[src/rtl/cfu_if_pkg.sv]
`default_nettype none
// ============================================================================
// Module   : cfu_if_pkg
// Brief    : Shared types and constants for the CPU<->CFU command initiator.
// Revision : 1.0 - initial release
// ============================================================================
package cfu_if_pkg;

    localparam int FUNC_ID_W = 10;
    localparam int DATA_W    = 32;
    localparam int CLEAR_BIT = 3;

    typedef enum logic [1:0] {
        IDLE     = 2'd0,
        ISSUE    = 2'd1,
        WAIT_RSP = 2'd2,
        DONE     = 2'd3
    } init_state_e;

    typedef struct packed {
        logic [DATA_W-1:0] a;
        logic [DATA_W-1:0] b;
    } op_pair_t;

    // Replace the accumulator-clear bit of a function id
    function automatic logic [FUNC_ID_W-1:0] make_func_id(
        input logic [FUNC_ID_W-1:0] func,
        input logic                 clr
    );
        logic [FUNC_ID_W-1:0] r;
        r            = func;
        r[CLEAR_BIT] = clr;
        return r;
    endfunction

endpackage
`default_nettype wire

[src/rtl/cfu_operand_fifo.sv]
`default_nettype none
// ============================================================================
// Module   : cfu_operand_fifo
// Brief    : Synchronous first-word-fall-through FIFO of operand pairs.
//            Flush empties it in one cycle and also serves as its reset.
// Revision : 1.0 - initial release
// ============================================================================
module cfu_operand_fifo
    import cfu_if_pkg::*;
#(
    parameter int DEPTH = 4
) (
    input  logic     clk,
    input  logic     flush_i,
    input  logic     push_i,
    input  op_pair_t push_data_i,
    input  logic     pop_i,
    output op_pair_t head_o,
    output logic     full_o,
    output logic     empty_o
);

    localparam int PTR_W = $clog2(DEPTH);
    localparam int CNT_W = PTR_W + 1;

    op_pair_t           mem_q [DEPTH];
    logic [PTR_W-1:0]   wr_q;
    logic [PTR_W-1:0]   rd_q;
    logic [CNT_W-1:0]   cnt_q;
    logic [CNT_W-1:0]   cnt_d;
    logic               do_push;
    logic               do_pop;

    assign full_o  = (cnt_q == CNT_W'(DEPTH));
    assign empty_o = (cnt_q == '0);
    assign do_push = push_i && !full_o;
    assign do_pop  = pop_i && !empty_o;
    assign head_o  = mem_q[rd_q];

    // Occupancy follows the accepted push/pop pair; simultaneous ones cancel
    always_comb begin
        cnt_d = cnt_q;
        case ({do_push, do_pop})
            2'b10:   cnt_d = cnt_q + CNT_W'(1);
            2'b01:   cnt_d = cnt_q - CNT_W'(1);
            default: cnt_d = cnt_q;
        endcase
    end

    // Pointers and count; power-of-two depth lets pointers wrap naturally
    always_ff @(posedge clk) begin
        if (flush_i) begin
            wr_q  <= '0;
            rd_q  <= '0;
            cnt_q <= '0;
        end else begin
            if (do_push) wr_q <= wr_q + PTR_W'(1);
            if (do_pop)  rd_q <= rd_q + PTR_W'(1);
            cnt_q <= cnt_d;
        end
    end

    // Storage array carries no reset; validity is tracked by the count
    always_ff @(posedge clk) begin
        if (do_push && !flush_i) mem_q[wr_q] <= push_data_i;
    end

endmodule
`default_nettype wire

[src/rtl/cfu_cmd_initiator.sv]
`default_nettype none
// ============================================================================
// Module   : cfu_cmd_initiator
// Brief    : Streams a job of N commands from an operand FIFO into a CFU,
//            one outstanding command at a time, collecting the last result
//            plus sticky error status.
// Revision : 1.0 - initial release
// ============================================================================
module cfu_cmd_initiator
    import cfu_if_pkg::*;
#(
    parameter int FIFO_DEPTH  = 4,
    parameter int COUNT_W     = 16,
    parameter int RSP_TIMEOUT = 255
) (
    input  logic                 clk,
    input  logic                 reset,
    input  logic                 start,
    input  logic [COUNT_W-1:0]   job_count,
    input  logic [FUNC_ID_W-1:0] job_func,
    input  logic                 job_clear_first,
    input  logic                 op_valid,
    output logic                 op_ready,
    input  logic [DATA_W-1:0]    op_a,
    input  logic [DATA_W-1:0]    op_b,
    output logic                 cmd_valid,
    input  logic                 cmd_ready,
    output logic [FUNC_ID_W-1:0] cmd_payload_function_id,
    output logic [DATA_W-1:0]    cmd_payload_inputs_0,
    output logic [DATA_W-1:0]    cmd_payload_inputs_1,
    input  logic                 rsp_valid,
    output logic                 rsp_ready,
    input  logic                 rsp_payload_response_ok,
    input  logic [DATA_W-1:0]    rsp_payload_outputs_0,
    output logic                 busy,
    output logic                 done,
    output logic [DATA_W-1:0]    result,
    output logic [COUNT_W-1:0]   issued,
    output logic                 err_nok,
    output logic                 err_timeout
);

    localparam int TMO_W = $clog2(RSP_TIMEOUT + 1);

    init_state_e          state_q, state_d;
    logic [COUNT_W-1:0]   count_q, count_d;
    logic [FUNC_ID_W-1:0] func_q, func_d;
    logic                 clr_first_q, clr_first_d;
    logic [COUNT_W-1:0]   issued_q, issued_d;
    logic [DATA_W-1:0]    result_q, result_d;
    logic                 err_nok_q, err_nok_d;
    logic                 err_tmo_q, err_tmo_d;
    logic [TMO_W-1:0]     tmo_q, tmo_d;

    logic                 fifo_pop;
    logic                 fifo_abort;
    logic                 fifo_full;
    logic                 fifo_empty;
    op_pair_t             fifo_head;
    op_pair_t             fifo_in;

    assign fifo_in = '{a: op_a, b: op_b};

    cfu_operand_fifo #(
        .DEPTH (FIFO_DEPTH)
    ) u_fifo (
        .clk         (clk),
        .flush_i     (reset || fifo_abort),
        .push_i      (op_valid),
        .push_data_i (fifo_in),
        .pop_i       (fifo_pop),
        .head_o      (fifo_head),
        .full_o      (fifo_full),
        .empty_o     (fifo_empty)
    );

    assign op_ready                = !fifo_full;
    assign cmd_payload_inputs_0    = fifo_head.a;
    assign cmd_payload_inputs_1    = fifo_head.b;
    assign cmd_payload_function_id = make_func_id(func_q,
                                         (issued_q == '0) ? clr_first_q : 1'b0);
    assign busy        = (state_q != IDLE);
    assign done        = (state_q == DONE);
    assign result      = result_q;
    assign issued      = issued_q;
    assign err_nok     = err_nok_q;
    assign err_timeout = err_tmo_q;

    // Next-state, handshake outputs and job bookkeeping
    always_comb begin
        state_d     = state_q;
        count_d     = count_q;
        func_d      = func_q;
        clr_first_d = clr_first_q;
        issued_d    = issued_q;
        result_d    = result_q;
        err_nok_d   = err_nok_q;
        err_tmo_d   = err_tmo_q;
        tmo_d       = tmo_q;
        cmd_valid   = 1'b0;
        rsp_ready   = 1'b0;
        fifo_pop    = 1'b0;
        fifo_abort  = 1'b0;
        case (state_q)
            IDLE: begin
                if (start) begin
                    count_d     = job_count;
                    func_d      = job_func;
                    clr_first_d = job_clear_first;
                    issued_d    = '0;
                    err_nok_d   = 1'b0;
                    err_tmo_d   = 1'b0;
                    state_d     = (job_count == '0) ? DONE : ISSUE;
                end
            end
            ISSUE: begin
                // Valid depends only on FIFO occupancy, never on cmd_ready
                cmd_valid = !fifo_empty;
                if (!fifo_empty && cmd_ready) begin
                    fifo_pop = 1'b1;
                    if (issued_q != count_q) issued_d = issued_q + COUNT_W'(1);
                    tmo_d   = '0;
                    state_d = WAIT_RSP;
                end
            end
            WAIT_RSP: begin
                rsp_ready = 1'b1;
                if (rsp_valid) begin
                    // A response in the final timeout cycle still wins
                    result_d  = rsp_payload_outputs_0;
                    err_nok_d = err_nok_q | ~rsp_payload_response_ok;
                    state_d   = (issued_q == count_q) ? DONE : ISSUE;
                end else if (tmo_q == TMO_W'(RSP_TIMEOUT - 1)) begin
                    err_tmo_d  = 1'b1;
                    fifo_abort = 1'b1;
                    state_d    = DONE;
                end else begin
                    tmo_d = tmo_q + TMO_W'(1);
                end
            end
            DONE: begin
                state_d = IDLE;
            end
            default: state_d = IDLE;
        endcase
    end

    // State and job registers
    always_ff @(posedge clk) begin
        if (reset) begin
            state_q     <= IDLE;
            count_q     <= '0;
            func_q      <= '0;
            clr_first_q <= 1'b0;
            issued_q    <= '0;
            result_q    <= '0;
            err_nok_q   <= 1'b0;
            err_tmo_q   <= 1'b0;
            tmo_q       <= '0;
        end else begin
            state_q     <= state_d;
            count_q     <= count_d;
            func_q      <= func_d;
            clr_first_q <= clr_first_d;
            issued_q    <= issued_d;
            result_q    <= result_d;
            err_nok_q   <= err_nok_d;
            err_tmo_q   <= err_tmo_d;
            tmo_q       <= tmo_d;
        end
    end

endmodule
`default_nettype wire

[config.mk]
export PLATFORM = sky130hd
export DESIGN_NAME = cfu_cmd_initiator
export DESIGN_NICKNAME = d
export VERILOG_FILES = /design/src/rtl/cfu_if_pkg.sv /design/src/rtl/cfu_operand_fifo.sv /design/src/rtl/cfu_cmd_initiator.sv
export SDC_FILE = /design/constraint.sdc
export NUM_CORES = 1
export LEC_CHECK = 0
export ABC_AREA = 1
export BUFFER_PORTS_ARGS = -buffer_cell sky130_fd_sc_hd__buf_4
export CAP_MARGIN = 20
export CORE_ASPECT_RATIO = 1.5
export CORE_MARGIN = 8
export CORE_UTILIZATION = 40
export CTS_CLUSTER_DIAMETER = 40
export DETAILED_ROUTE_END_ITERATION = 16
export MAX_ROUTING_LAYER = met4
export PLACE_DENSITY_LB_ADDON = 0.12
export SETUP_SLACK_MARGIN = 0.02
export SLEW_MARGIN = 20
export SYNTH_ARGS = -nofsm -noshare
export SYNTH_HDL_FRONTEND = slang
export SYNTH_HIERARCHICAL = 1
export SYNTH_SLANG_ARGS = --single-unit
[constraint.sdc]
create_clock -name clk -period 4.4 [get_ports clk]
set_clock_uncertainty 0.1 [all_clocks]
set_input_delay 0.44 -clock clk [delete_from_list [all_inputs] [get_ports clk]]
set_output_delay 0.44 -clock clk [all_outputs]
set_load 0.02 [all_outputs]
* Word-level counts from Yosys, hierarchy flattened
Memory sizes are Yosys's and may differ from the RTL's. A register that Yosys moved wholly into a read port is not among the register bits.
Index checks and enable logic that the tools add are counted.
** Storage, ports and cells
- Register bits :: 94
- RAM bits :: 256
- Logic and storage cells :: 96
- Memories kept :: 1
** Operators by class
- Add/sub/neg operators :: 6
- Equal/unequal tests :: 17
- Muxes and demuxes :: 34
- Bitwise operators :: 2
- Reduce and logical (&&, ||, !) cells :: 24
** Memories
- u_fifo.mem_q :: words 4, width 64, read ports 1, clocked after memory_dff 1, write ports 1, line cfu_operand_fifo.sv:26 : op_pair_t mem_q [DEPTH];
** Operators by type and width (number)
- 2-to-1 mux 16 bit :: 3
- zero test 16 bit :: 2
- case mux 16 bit (2 select lines) :: 1
- 2-to-1 mux 8 bit :: 3
- adder 16 x 1 -> 16 bit (second input constant) :: 1
- == test 16 bit :: 1
- 2-to-1 mux 2 bit :: 8
- inequality test 16 bit :: 1
- case mux 8 bit (2 select lines) :: 1
- 2-to-1 mux 1 bit :: 14
- inequality test 2 bit (second input constant) :: 7
- AND reduction 4 bit :: 3
- nonzero test 2 bit :: 5
- adder 8 x 1 -> 8 bit (second input constant) :: 1
- == test 8 bit (second input constant) :: 1
- case mux 2 bit (4 select lines) :: 1
- == test 2 bit (second input constant) :: 3
- case mux 3 bit (2 select lines) :: 1
- AND reduction 3 bit :: 2
- adder 2 x 1 -> 2 bit (second input constant) :: 2
- == test 2 x 1 -> 1 bit (second input constant) :: 2
- logical AND 1 bit :: 4
- case mux 1 bit (2 select lines) :: 2
- AND reduction 2 bit :: 2
- 10 further kinds :: 12

* Longest topological paths before layout
Gate-level depths: netlist (run 1).
- Depth after elaboration :: 9
- Mapped depth :: 17
- Gate-level depth less buffers :: 17

* By module
The synthesis (run 1) kept the hierarchy.
** By module, submodules not included
- cfu_operand_fifo :: times used 1, cells each 694, area each 10000.8 um^2
- cfu_cmd_initiator :: times used 1, cells each 613, area each 4190.3 um^2

* Worst setup path after synthesis (run 1)
OpenSTA, ideal clock, no wires.
- Path kind :: register to register
- From :: reg state_q[1]
- To :: mem u_fifo/mem_q[0][0] (netlist bit), enable pin
- Setup time :: 0.486 ns
- Arrival time :: 4.052 ns
- Path slack :: -0.238 ns
- Stages on the path, launching flop included :: 9
- Cells stage by stage :: dfxtp_1 inv_2 nor2_4 o21ai_1 o21ai_0 o21ai_0 inv_1 nand2_1 nor2_1
** Between the ends
- Longest elaborated chain between the ends :: 7
** RTL lines
- start: declaration :: line cfu_cmd_initiator.sv:45 : init_state_e state_q, state_d;
- start signal: assignment :: line cfu_cmd_initiator.sv:161 : state_q <= state_d;
- == test 2 bit :: line cfu_cmd_initiator.sv:104 : case (state_q)
- 2-to-1 mux 1 bit :: line cfu_cmd_initiator.sv:104
- logical OR 1 bit :: line cfu_cmd_initiator.sv:68 : .flush_i (reset || fifo_abort),
- zero test 1 bit :: line cfu_operand_fifo.sv:65 : if (do_push && !flush_i) mem_q[wr_q] <= push_data_i;
- logical AND 1 bit :: line cfu_operand_fifo.sv:65
- 2-to-1 mux 1 bit :: line cfu_operand_fifo.sv:65
- 2-to-1 mux 1 bit (implied by the code) :: line cfu_operand_fifo.sv:65
- end: declaration :: line cfu_operand_fifo.sv:26
Every way passes these cells.

==> results of run 1 <==
==> placed cells by master (no fill, tap or decap), types with 2 or more instances in the layout <==
cell and n:
nor2_2 3, a21oi_1 36, o22ai_1 64, inv_1 68, ha_1 9, dfxtp_1 93
inv_2 14, nand2_1 124, edfxtp_1 256, dlygate4sd3_1 60, nor2_4 8, inv_6 2
clkinv_1 2, buf_4 263, nor3_1 4, nand2_4 2, o21ai_1 58, clkinv_2 6
clkinvlp_4 4, o21ai_0 137, nand2_2 5, nand3b_1 3, nand4_1 12, a21oi_2 10
nor4_1 3, nand3_1 35, clkbuf_1 12, nor2_1 276, clkbuf_16 41, xor2_1 8
diode_2 4, buf_12 6
==> registers in the layout, summed over array words and instances, names as in the netlist, 2 cells and up, named ones only <==
name	count
u_fifo/mem_q	256
result	32
count_q	16
issued	16
func_q	9
tmo_q	8
u_fifo/cnt_q	3
state_q	2
u_fifo/rd_q	2
u_fifo/wr_q	2
==> layer usage <==
layer	global-route usage [%]	share of wire, %	wire length (um)
met1	19.85	40	14630
met4	6.369	2.6	969
met5	-	0	0
met3	3.943	5.7	2095
met2	30.96	52	19180
==> worst max-delay path, delay by kind of cell, from the launching register on <==
kind            cells  cell delay [ns]
compound gates      2             0.57
buf+inv             2             1.00
flops               1             0.64
==> where the power goes <==
group | total, mW | internal (mW) | leakage, nW | switching (mW)
Sequential | 3.92 | 3.79 | 3.10 | 0.131
Combinational | 1.48 | 0.542 | 3.34 | 0.941
Clock | 3.05 | 1.79 | 0.577 | 1.26
Total | 8.45 | 6.12 | 7.02 | 2.33
==> cell families (layout without fill, tap and decap cells) <==
group | Yosys count | count (layout)
xor+xnor | 8 | 8
other cells | 0 | 4
compound gates | 311 | 311
simple gates | 478 | 478
flops | 351 | 351
buf+inv | 149 | 482
fa+ha+maj | 10 | 10
==> through the flow <==
stage | util [%] | hold WS, ns | total power, mW | setup TNS, ns | area, sq um
detailed placement | 47.18 | 0.3482 | 5.452 | 0 | 16510
finish | 52.35 | 0.03070 | 8.454 | 0 | 18320
CTS | 52.32 | 0.0002258 | 8.583 | 0 | 18310
floorplan | - | 0.3437 | 4.869 | -61.00 | 14190
global route | 52.35 | 0.006098 | 8.852 | 0 | 18320
global placement | 47.18 | 0.3454 | 5.433 | 0 | 16510
==> layout make-up <==
type / count / area [sq um]
antenna: 4 / 10.01
tap: 473 / 591.8
timing repair buffer: 329 / 2695
multi-input combinational: 807 / 3908
clock buffer: 54 / 1085
inverter: 84 / 322.8
clock inverter: 15 / 115.1
fill: 3158 / 16680
sequential: 351 / 9594
==> cells in the mapped netlist, types with 4 or more instances <==
cell      number
a21oi_2       10
ha_1           9
nand4_1       12
inv_2         14
buf_6         14
o21ai_1       58
nand2_1      124
clkbuf_1      38
a21oi_1       36
xor2_1         8
inv_1         68
o21ai_0      137
nor2_4         4
buf_4          6
edfxtp_1     256
o22ai_1       64
dfxtp_1       95
nor3_1         4
nor2_1       280
nand3_1       35
nand2_2        5
==> path summary, 6_finish.rpt <==
| path | from | endpoint | slack [ns] | cells past startpoint |
|---|---|---|---|---|
| min reg2reg | err_timeout | err_timeout | 0.35 | 2 |
| max reg2reg | state_q[0] | u_fifo/mem_q[3][24] | 1.32 | 9 |
| max | flip-flop | cmd_payload_inputs_0[31] | 1.10 | 4 |
| min | op_a[21] | u_fifo/mem_q[0][53] | 0.03 | 1 |
==> repair_timing <==
action | CTS | global route
hold buffers | 60 | 0
setup buffers | 0 | 0
hold endpoints to repair | 234 | 0
==> impl_summary.txt, run 1 <==
----------------------------------------------------
[Synth]
  Count of distinct cell types in the synthesized netlist ... 41
  Count of flip-flops with a built-in enable after synthesis ... 256
  Yosys reg bits ... 351
  Parity-gate share of the synthesized area counting xor and xnor cells ... 0.4937%
  Dominant cells by area after synthesis ... edfxtp_1 54%, dfxtp_1 13%, nor2_1 7.4%
  Arithmetic-cell share of the synthesized area counting full adders, half adders and majority gates ... less than 1%
  Synthesized cell area ... around 14000 sq um
  YS warnings ... 6
  Most instantiated flip-flop cell in the synthesis netlist ... edfxtp_1
  Simple-gate portion of the synthesized area ... 13.93%
  Proportion of synthesized area in mux cells ... 0%
  Total nets after synthesis ... between 1k and 1.5k
  Syn Area/Cell ... 10.86 sq um
  Largest family of logic cells by synthesized area ... simple AND/OR/NAND/NOR gates
  Sequential area share after synthesis ... 67.57%
  Compound-Gate Fraction of Synth Area ... 11.96%
  Fraction of post-synthesis cell area in the top cell type by area ... 54.17%
  Library cell with the largest summed area after synthesis ... edfxtp_1
  Async S/R FF share, synth ... 0%
  Cell count after synthesis ... 1307

[Global route]
  Global-route congestion overflow total ... 0
  Pin count of the biggest net entering global routing ... 89
  GR Util All Layers ... 17.82%
  Number of global-route vias before repair ... 10.47k
  Wire length of the first global-routing pass ... 57.13 mm
  Antenna violations before repair ... 4

[Placed design]
  Placement Setup Slack ... 1.251 ns
  Placed cells ... 1984
  Input/output buffers ... between 200 and 300
  Routability congestion estimate from global placement ... just under 0.9
  Estimated wirelength of the detail-placed design ... 22.78 mm

[Clock network]
  Resized Gates After CTS ... 0
  Number of H-tree levels ... 2
  Root buffer cell ... clkbuf_16
  Sinks on Clock Net ... 351
  Source-to-sink clock delay at the later pin of the worst-skew pair ... 0.52 ns
  TritonCTS clock tree ... built
  TritonCTS Buffers ... 40
  Bufs on Longest Clock Path ... 3
  Clock slew at the register clock pins of the worst setup and hold paths ... ~0.050 ns

[Worst setup path]
  Data required time of the worst path ... 3.86 ns
  Critical path's largest stage delay ... slightly below 0.8 ns
  Critical path type ... reg2out
  Critical-path maximum fanout ... 88
  Startpoint types ... flip-flop
  Worst-path cell chain ... buf_4 > o21ai_0 > o22ai_1 > buf_4
  Crit. End Element ... primary output
  Critical path's most frequent cell ... buf_4
  Slowest cell on crit path ... buf_4
  Arrival time at the worst endpoint ... 2.76 ns

[Timing]
  Actual transition at the worst max-transition pin ... 0.9175 ns
  Unrepaired setup endpoints after global routing ... false
  FMAX ... approximately 300 MHz
  Fin crit period ... about 3.3 ns
  Final Hold Vio Count ... 0
  Final worst-path cycle share ... 75.05%
  Relative slew slack ... 38.83%
  Number of pins exceeding their max-slew limit in the final report ... 0
  Setup ws final ... around 1.1 ns
  Final number of setup-violating endpoints ... 0

[Finish]
  Share of layout cells above drive strength 1 ... a little under a quarter
  Layout Cells excl Fill ... between 2k and 2.5k
  Post-layout net count ... about 1.8k
  Layout area overhead ... 29.10%

[Routing]
  Average wire length per cell after detail routing ... 17.42 um
  Via count ... between 10k and 15k
  Antenna violation net count after detailed routing ... 0
  Number of remaining DRC errors ... 0
  Ratio of routed vias to standard cells ... 4.917
  Pre-Repair DR Iteration Count ... 5
  Count of routing violations after the opening detailed-route iteration ... roughly 610
  Post-detailed-routing wire length ... 36.87 mm

[Pwr]
  Power density normalized to cell area ... between 400 and 500 nW/um^2
  Worst vdd ir ... 330.2 uV
  Static leakage power ... 7.021 nW

[Run status]
  Result of the run ... completed

[Floorplan]
  Die Height ... 246.7 um
  Chip width ... 169.8 um
  Full die area ... 41880 sq um
  Area of the placeable core ... 35000 sq um
  I/O pin cnt ... between 200 and 300
  Rows ... between 80 and 90
  Starting utilization of the core area ... 40.55%

[Flow run]
  Maxcap violations ... 0

[Min path]
  Hold Path Class ... in2reg

----------------------------------------------------
(Power assumes the default switching activity.)
==> run 2: changes to the inputs <==
--- a/config.mk
+++ b/config.mk
@@ -5,7 +5,7 @@
 export SDC_FILE = /design/constraint.sdc
 export NUM_CORES = 1
 export LEC_CHECK = 0
-export ABC_AREA = 1
+export ABC_AREA = 0
 export BUFFER_PORTS_ARGS = -buffer_cell sky130_fd_sc_hd__buf_4
 export CAP_MARGIN = 20
 export CORE_ASPECT_RATIO = 1.5
==> constraint.sdc (replaced) <==
create_clock -name clk -period 2.8 [get_ports clk]
set_clock_uncertainty 0.1 [all_clocks]
set_input_delay 0.28 -clock clk [delete_from_list [all_inputs] [get_ports clk]]
set_output_delay 0.28 -clock clk [all_outputs]
set_load 0.02 [all_outputs]
==> run 2 against run 1 <==
Effect of this change:
- die area decreased by 3.2%
- cell count decreased by 18%
- combinational power decreased by 22%
==> impl_summary.txt, run 2 <==
----------------------------------------------------
[Placed design]
  Estimated wirelength of the detail-placed design ... 21.21 mm (-6.9%)
  Post-Place Cell Area ... 16270 sq um (-1.5%)
  Placement Setup Slack ... 0.1616 ns (-1.090 ns)
  Routability congestion estimate from global placement ... 0.7654 (-12%)
  Input/output buffers ... 257 (unchanged)

[Synth]
  Dominant cells by area after synthesis ... edfxtp_1 56%, dfxtp_1 14%, mux4_2 9.9%
  Async S/R FF share, synth ... 0% (unchanged)
  Cell count after synthesis ... 876 (-33%)
  Library cell with the highest instance count after synthesis ... edfxtp_1
  Synth cell count leaders ... 256 x edfxtp_1, 145 x nand2_1, 95 x dfxtp_1
  Fraction of post-synthesis cell area in the top cell type by area ... 56.13% (+2.0 points)
  Synthesized cell area ... 13700 sq um (-3.5%)
  Syn Area/Cell ... 15.63 sq um (+44%)
  Library cell with the largest summed area after synthesis ... edfxtp_1
  Sequential area share after synthesis ... 70.02% (+2.4 points)
  YS warnings ... 6 (unchanged)
  Count of flip-flops with a built-in enable after synthesis ... 256 (unchanged)
  Most instantiated flip-flop cell in the synthesis netlist ... edfxtp_1
  Yosys reg bits ... 351 (unchanged)
  Count of distinct cell types in the synthesized netlist ... 53 (+29%)
  Total nets after synthesis ... 1016 (-30%)

[Timing]
  Actual transition at the worst max-transition pin ... 0.8928 ns (-0.02466 ns)
  Unrepaired setup endpoints after global routing ... false
  Setup ws final ... 0.2289 ns (-0.8688 ns)
  Fin crit period ... 2.571 ns
  Final Hold Vio Count ... 0 (unchanged)
  FMAX ... 388.9 MHz
  Final number of setup-violating endpoints ... 0 (unchanged)
  Relative slew slack ... 40.33% (+1.5 points)
  Final worst-path cycle share ... around nine tenths
  Number of pins exceeding their max-slew limit in the final report ... 0 (unchanged)

[Clock network]
  Number of buffers inserted by post-CTS setup repair ... 0 (unchanged)
  Root buffer cell ... clkbuf_16
  Number of H-tree levels ... 2 (unchanged)
  Source-to-sink clock delay at the later pin of the worst-skew pair ... 0.51 ns (about the same)
  Clock slew at the register clock pins of the worst setup and hold paths ... 0.05 ns (about the same)
  Bufs on Longest Clock Path ... 3 (unchanged)
  TritonCTS Buffers ... 38 (-5.0%)
  Sinks on Clock Net ... 351 (unchanged)
  TritonCTS clock tree ... built

[Routing]
  Antenna violation net count after detailed routing ... 0 (unchanged)
  Count of routing violations after the opening detailed-route iteration ... 287 (-53%)
  Via count ... 8670 (-17%)
  Post-detailed-routing wire length ... 32.89 mm (-11%)
  Ratio of routed vias to standard cells ... 5.003 (+1.7%)
  Number of remaining DRC errors ... 0 (unchanged)
  Average wire length per cell after detail routing ... 18.98 um (+9.0%)
  Pre-Repair DR Iteration Count ... 4 (-1)

[Global route]
  Wire length of the first global-routing pass ... 51.73 mm (-9.5%)
  Global-route congestion overflow total ... 0 (unchanged)
  Antenna violations before repair ... 1 (-3)
  Pin count of the biggest net entering global routing ... 66 (-26%)
  Number of global-route vias before repair ... 9560 (-8.7%)
  GR Util All Layers ... 16.52% (-1.3 points)

[Floorplan]
  Rows ... 83 (-1.2%)
  Chip width ... 167.1 um (-1.6%)
  Full die area ... 40540 sq um (-3.2%)
  Starting utilization of the core area ... 40.33% (-0.22 points)
  I/O pin cnt ... 259 (unchanged)
  Die Height ... 242.6 um (-1.6%)
  Area of the placeable core ... 33960 sq um (-3.0%)

[Worst setup path]
  Critical-path maximum fanout ... 18 (-80%)
  Critical path's largest stage delay ... 0.61 ns (-0.18 ns)
  Slowest cell on crit path ... dfxtp_4
  Critical path's most frequent cell ... buf_4
  Worst-path cell chain ... buf_4 > mux4_2 > buf_4
  Crit. End Element ... primary output
  Critical path type ... reg2out
  Reg-to-reg slack, setup ... 0.24 ns (-1.08 ns)
  Startpoint types ... flip-flop
  Arrival time at the worst endpoint ... 2.19 ns (-0.57 ns)
  Data required time of the worst path ... 2.42 ns (-1.44 ns)

[Finish]
  Most used cells in the layout excluding fill and tap cells ... 279 x buf_4, 256 x edfxtp_1, 145 x nand2_1, 125 x dlygate4sd3_1, 88 x dfxtp_1
  Share of layout cells above drive strength 1 ... 33.28% (+11 points)
  Layout area overhead ... 37.42%
  Number of inserted filler cells in the final layout ... 2746 (-13%)
  Seq. cell area ... 9603 sq um (about the same)
  Register with the most flip-flops ... u_fifo/mem_q
  Max reg flops ... 256 (unchanged)
  Post-layout net count ... 1420 (-19%)
  Area of combinational cells with multiple inputs ... 3817 sq um (-2.3%)
  Final standard cell area without fillers ... 18820 sq um (+2.7%)
  Most common library cell in the layout ignoring fill and taps ... buf_4

[Flow run]
  Maxcap violations ... 0 (unchanged)

[Min path]
  Hold Path Class ... in2reg

[Run status]
  Result of the run ... completed

[Pwr]
  Power density normalized to cell area ... 638.6 nW/um^2 (+38%)
  Worst vdd ir ... 573.5 uV (+74%)
  Static leakage power ... 6.698 nW (-4.6%)

----------------------------------------------------
-- run 2: cell count changes in the layout (fill, tap and decap cells not counted), moves of 16 or more --
cell,previous run,this run
a21oi_1,36,76
nand3_1,35,7
o22ai_1,64,0
o21ai_1,58,1
o21ai_0,137,4
mux4_2,0,60
nand2_1,124,145
buf_4,263,279
nor2_1,276,18
dlygate4sd3_1,60,125
inv_1,68,15
xnor2_1,0,22
-- run 2: path summary, 6_finish.rpt --
kind                            cells after the start                       end            start
worst max-delay path                                3  cmd_payload_inputs_1[19]        flip-flop
worst min-delay path                                4            u_fifo/wr_q[0]         op_valid
worst max register to register                     11           u_fifo/cnt_q[2]  u_fifo/cnt_q[1]
worst min register to register                      2                result[28]       result[28]
-- run 2: layout make-up --
cell class / count / area share, %
Clock inverter: 19 / 1.290
Inverter: 16 / 0.3324
Timing Repair Buffer: 413 / 18.73
Tap cell: 425 / 2.825
Sequential cell: 351 / 51.02
Antenna cell: 1 / 0.01330
Multi-Input combinational cell: 460 / 20.28
Clock buffer: 48 / 5.498
-- run 2: stage by stage --
stage	hold WS [ns]	util [%]	TNS, ns	total power, mW	instances
after detailed placement	0.3466	47.91	0	6.925	1540
after global placement	0.3420	47.91	0	6.911	1540
after floorplan	0.2789	-	-137.64	6.449	876
final	0.04526	55.42	0	12.02	1733
after CTS	0.003988	55.36	0	12.20	1732
after global routing	0.04961	55.42	0	12.48	1733
-- run 2: metal layers --
| metal | vias up | part of all wire, % | track usage [%] |
|---|---|---|---|
| met5 | - | 0 | - |
| met4 | 0 | 1.8 | 4.544 |
| met3 | 35 | 6.0 | 4.110 |
| met2 | 251 | 53 | 29.83 |
| met1 | 4263 | 39 | 17.71 |
| li1 | 4121 | - | - |
-- run 2: worst max-delay path, delay by kind of cell (launching register included) --
kind,cells,cell delay [ns]
flip-flops,1,0.61
multiplexers,1,0.56
buffers and inverters,2,0.52
-- run 2: repair_timing --
action                     CTS  global route
hold buffers               125             0
setup endpoints to repair    0             1
gates resized for setup      0             7
hold endpoints to repair   319             0
-- run 2: kinds of logic after synthesis --
group / Yosys count / synth area share (%)
compound gates: 104 / 4.504
xor+xnor: 25 / 1.599
fa+ha+maj: 10 / 0.9684
buf+inv: 65 / 2.741
flops: 351 / 70.02
mux: 79 / 11.73
simple gates: 242 / 8.441
-- run 2: power by group --
group,switching [mW],internal [mW]
clock network,1.97,3.10
registers,0.0689,5.73
logic,0.590,0.559
==> run 3: changes to the inputs <==
--- a/config.mk
+++ b/config.mk
@@ -13,7 +13,6 @@
 export CORE_UTILIZATION = 40
 export CTS_CLUSTER_DIAMETER = 40
 export DETAILED_ROUTE_END_ITERATION = 16
-export MAX_ROUTING_LAYER = met4
 export PLACE_DENSITY_LB_ADDON = 0.12
 export SETUP_SLACK_MARGIN = 0.02
 export SLEW_MARGIN = 20
==> run 3 against run 2 <==
Effect of this change:
- first-iteration DRC count shrank 11%
- highest routed layer unchanged
- cell area is the same
- largest power group unchanged
- via count shrank 0.23%
==> impl_summary.txt, run 3 (same netlist as run 2, synthesis figures left out) <==
----------------------------------------------------
[Floorplan]
  Full die area ... 40540 sq um (unchanged)
  Chip width ... 167.1 um (unchanged)
  Area of the placeable core ... 33960 sq um (unchanged)
  Starting utilization of the core area ... 40.33% (unchanged)
  I/O pin cnt ... 259 (unchanged)
  Rows ... 83 (unchanged)
  Die Height ... 242.6 um (unchanged)

[Routing]
  Antenna violation net count after detailed routing ... 0 (unchanged)
  Average wire length per cell after detail routing ... 18.99 um (about the same)
  Met1 routed wirelength after detailed routing ... 12.44 mm (-3.1%)
  Routed wl met2 ... 17.47 mm (-0.22%)
  Pre-Repair DR Iteration Count ... 4 (unchanged)
  Post-detailed-routing wire length ... 32.91 mm (about the same)
  Routed wire length on met3 ... 2.385 mm (+22%)
  Number of remaining DRC errors ... 0 (unchanged)
  Ratio of routed vias to standard cells ... 4.991 (-0.23%)
  Count of routing violations after the opening detailed-route iteration ... 255 (-11%)
  Via count ... 8650 (-0.23%)
  Highest Signal Layer ... met4

[Finish]
  Layout area overhead ... 37.42% (unchanged)
  Share of layout cells above drive strength 1 ... 33.28% (unchanged)
  Seq. cell area ... 9603 sq um (unchanged)
  Register with the most flip-flops ... u_fifo/mem_q
  Most used cells in the layout excluding fill and tap cells ... 279 x buf_4, 256 x edfxtp_1, 145 x nand2_1, 125 x dlygate4sd3_1, 88 x dfxtp_1
  Most common library cell in the layout ignoring fill and taps ... buf_4
  Max reg flops ... 256 (unchanged)
  Number of inserted filler cells in the final layout ... 2746 (unchanged)
  Post-layout net count ... 1420 (unchanged)
  Area of combinational cells with multiple inputs ... 3817 sq um (unchanged)

[Worst setup path]
  Data required time of the worst path ... 2.42 ns (about the same)
  Worst reg2reg path startpoint ... u_fifo/cnt_q[1]
  Crit. End Element ... primary output
  Arrival time at the worst endpoint ... 2.20 ns (about the same)
  Critical-path maximum fanout ... 18 (unchanged)
  Startpoint types ... flip-flop
  Critical path type ... reg2out

[Pwr]
  Clk pwr share ... 42.2% (about the same)
  Static leakage power ... 6.698 nW (unchanged)
  Share of total power in sequential cells ... 48.3% (about the same)
  Switching component of the power ... 2.635 mW (+0.15%)
  Share of total power in combinational logic ... 9.6% (about the same)
  Worst vdd ir ... 572.3 uV (-0.21%)
  Internal Pwr Total ... 9.388 mW (about the same)
  Power density normalized to cell area ... 638.8 nW/um^2 (about the same)
  Share of total power consumed by net switching ... 21.92% (+0.025 points)

[Timing]
  Relative slew slack ... 39.82% (-0.51 points)
  Final worst-path cycle share ... 92.22% (+0.39 points)
  Fin crit period ... 2.582 ns (+0.01102 ns)
  Actual transition at the worst max-transition pin ... 0.9005 ns (+0.007638 ns)
  Unrepaired setup endpoints after global routing ... false
  Number of pins exceeding their max-slew limit in the final report ... 0 (unchanged)
  Minimum hold slack ... 0.04514 ns (-0.0001161 ns)
  FMAX ... 387.3 MHz (-0.43%)
  Final Hold Vio Count ... 0 (unchanged)
  Fin Setup TNS ... 0 ns (unchanged)
  Final number of setup-violating endpoints ... 0 (unchanged)

[Clock network]
  Number of buffers inserted by post-CTS setup repair ... 0 (unchanged)
  Bufs on Longest Clock Path ... 3 (unchanged)
  Root buffer cell ... clkbuf_16
  TritonCTS clock tree ... built
  Clock slew at the register clock pins of the worst setup and hold paths ... 0.05 ns (about the same)
  TritonCTS Buffers ... 38 (unchanged)
  Source-to-sink clock delay at the later pin of the worst-skew pair ... 0.51 ns (about the same)
  Number of H-tree levels ... 2 (unchanged)
  Sinks on Clock Net ... 351 (unchanged)

[Placed design]
  Input/output buffers ... 257 (unchanged)
  Routability congestion estimate from global placement ... 0.7556 (-1.3%)
  Estimated wirelength of the detail-placed design ... 21.21 mm (unchanged)

[Min path]
  Hold Path Class ... in2reg
  Worst hold start ... op_valid

[Global route]
  Pin count of the biggest net entering global routing ... 66 (unchanged)
  GR Util All Layers ... 16.03% (-0.48 points)
  Number of global-route vias before repair ... 9537 (-0.24%)
  Antenna violations before repair ... 1 (unchanged)
  Wire length of the first global-routing pass ... 51.81 mm (+0.16%)
  Global-route congestion overflow total ... 0 (unchanged)

[Flow run]
  Maxcap violations ... 0 (unchanged)

[Run status]
  Result of the run ... completed

----------------------------------------------------
-- run 3: cell counts in the layout (fill, tap and decap cells not counted) --
Identical to the previous run, type by type.
-- run 3: worst paths after layout --
check                              to  slack (ns)  cells past startpoint
min reg2reg                result[28]        0.35                      2
max reg2reg           u_fifo/cnt_q[2]        0.24                     11
min                    u_fifo/wr_q[0]        0.05                      4
max          cmd_payload_inputs_1[19]        0.22                      3
-- run 3: metrics by stage --
step | total power [mW] | utilization [%] | worst slack [ns] | area, sq um | std cells
5_1_grt | 12.48 | 55.42 | 0.04293 | 18820 | 1733
3_5_place_dp | 6.925 | 47.91 | 0.1616 | 16270 | 1540
2_1_floorplan | 6.449 | - | -0.5922 | 13800 | 876
4_1_cts | 12.20 | 55.36 | 0.1434 | 18800 | 1732
6_report | 12.02 | 55.42 | 0.2179 | 18820 | 1733
3_3_place_gp | 6.911 | 47.91 | 0.2435 | 16270 | 1540
-- run 3: power groups by stage --
stage          clock [mW]  combinational (mW)  sequential (mW)
2_1_floorplan           0               0.517             5.93
6_report             5.07                1.15             5.80
4_1_cts              5.24                1.16             5.80
3_3_place_gp            0                1.01             5.90
5_1_grt              5.42                1.24             5.81
3_5_place_dp            0                1.01             5.91
-- run 3: layout make-up --
type	count	area share, %
sequential	351	51.02
multi-input combinational	460	20.28
timing repair buffer	413	18.73
clock buffer	48	5.498
tap	425	2.825
clock inverter	19	1.290
inverter	16	0.3324
antenna	1	0.01330
-- run 3: metal layers --
| layer | GRT usage (%) | up-vias |
|---|---|---|
| met3 | 5.004 | 37 |
| met2 | 29.91 | 244 |
| li1 | - | 4117 |
| met4 | 4.544 | 0 |
| met1 | 17.01 | 4252 |
| met5 | 0 | - |
-- run 3: what timing repair did --
item / in CTS / in global routing
endpoints found under the hold margin: 319 / 0
hold buffers: 125 / 0
gates resized for setup: 0 / 7
endpoints found under the setup margin: 0 / 1
-- run 3: worst max-delay path, cell delays in order (launching register included) --
cell	delay (ns)
dfxtp_4	0.61
buf_4	0.34
mux4_2	0.56
buf_4	0.18
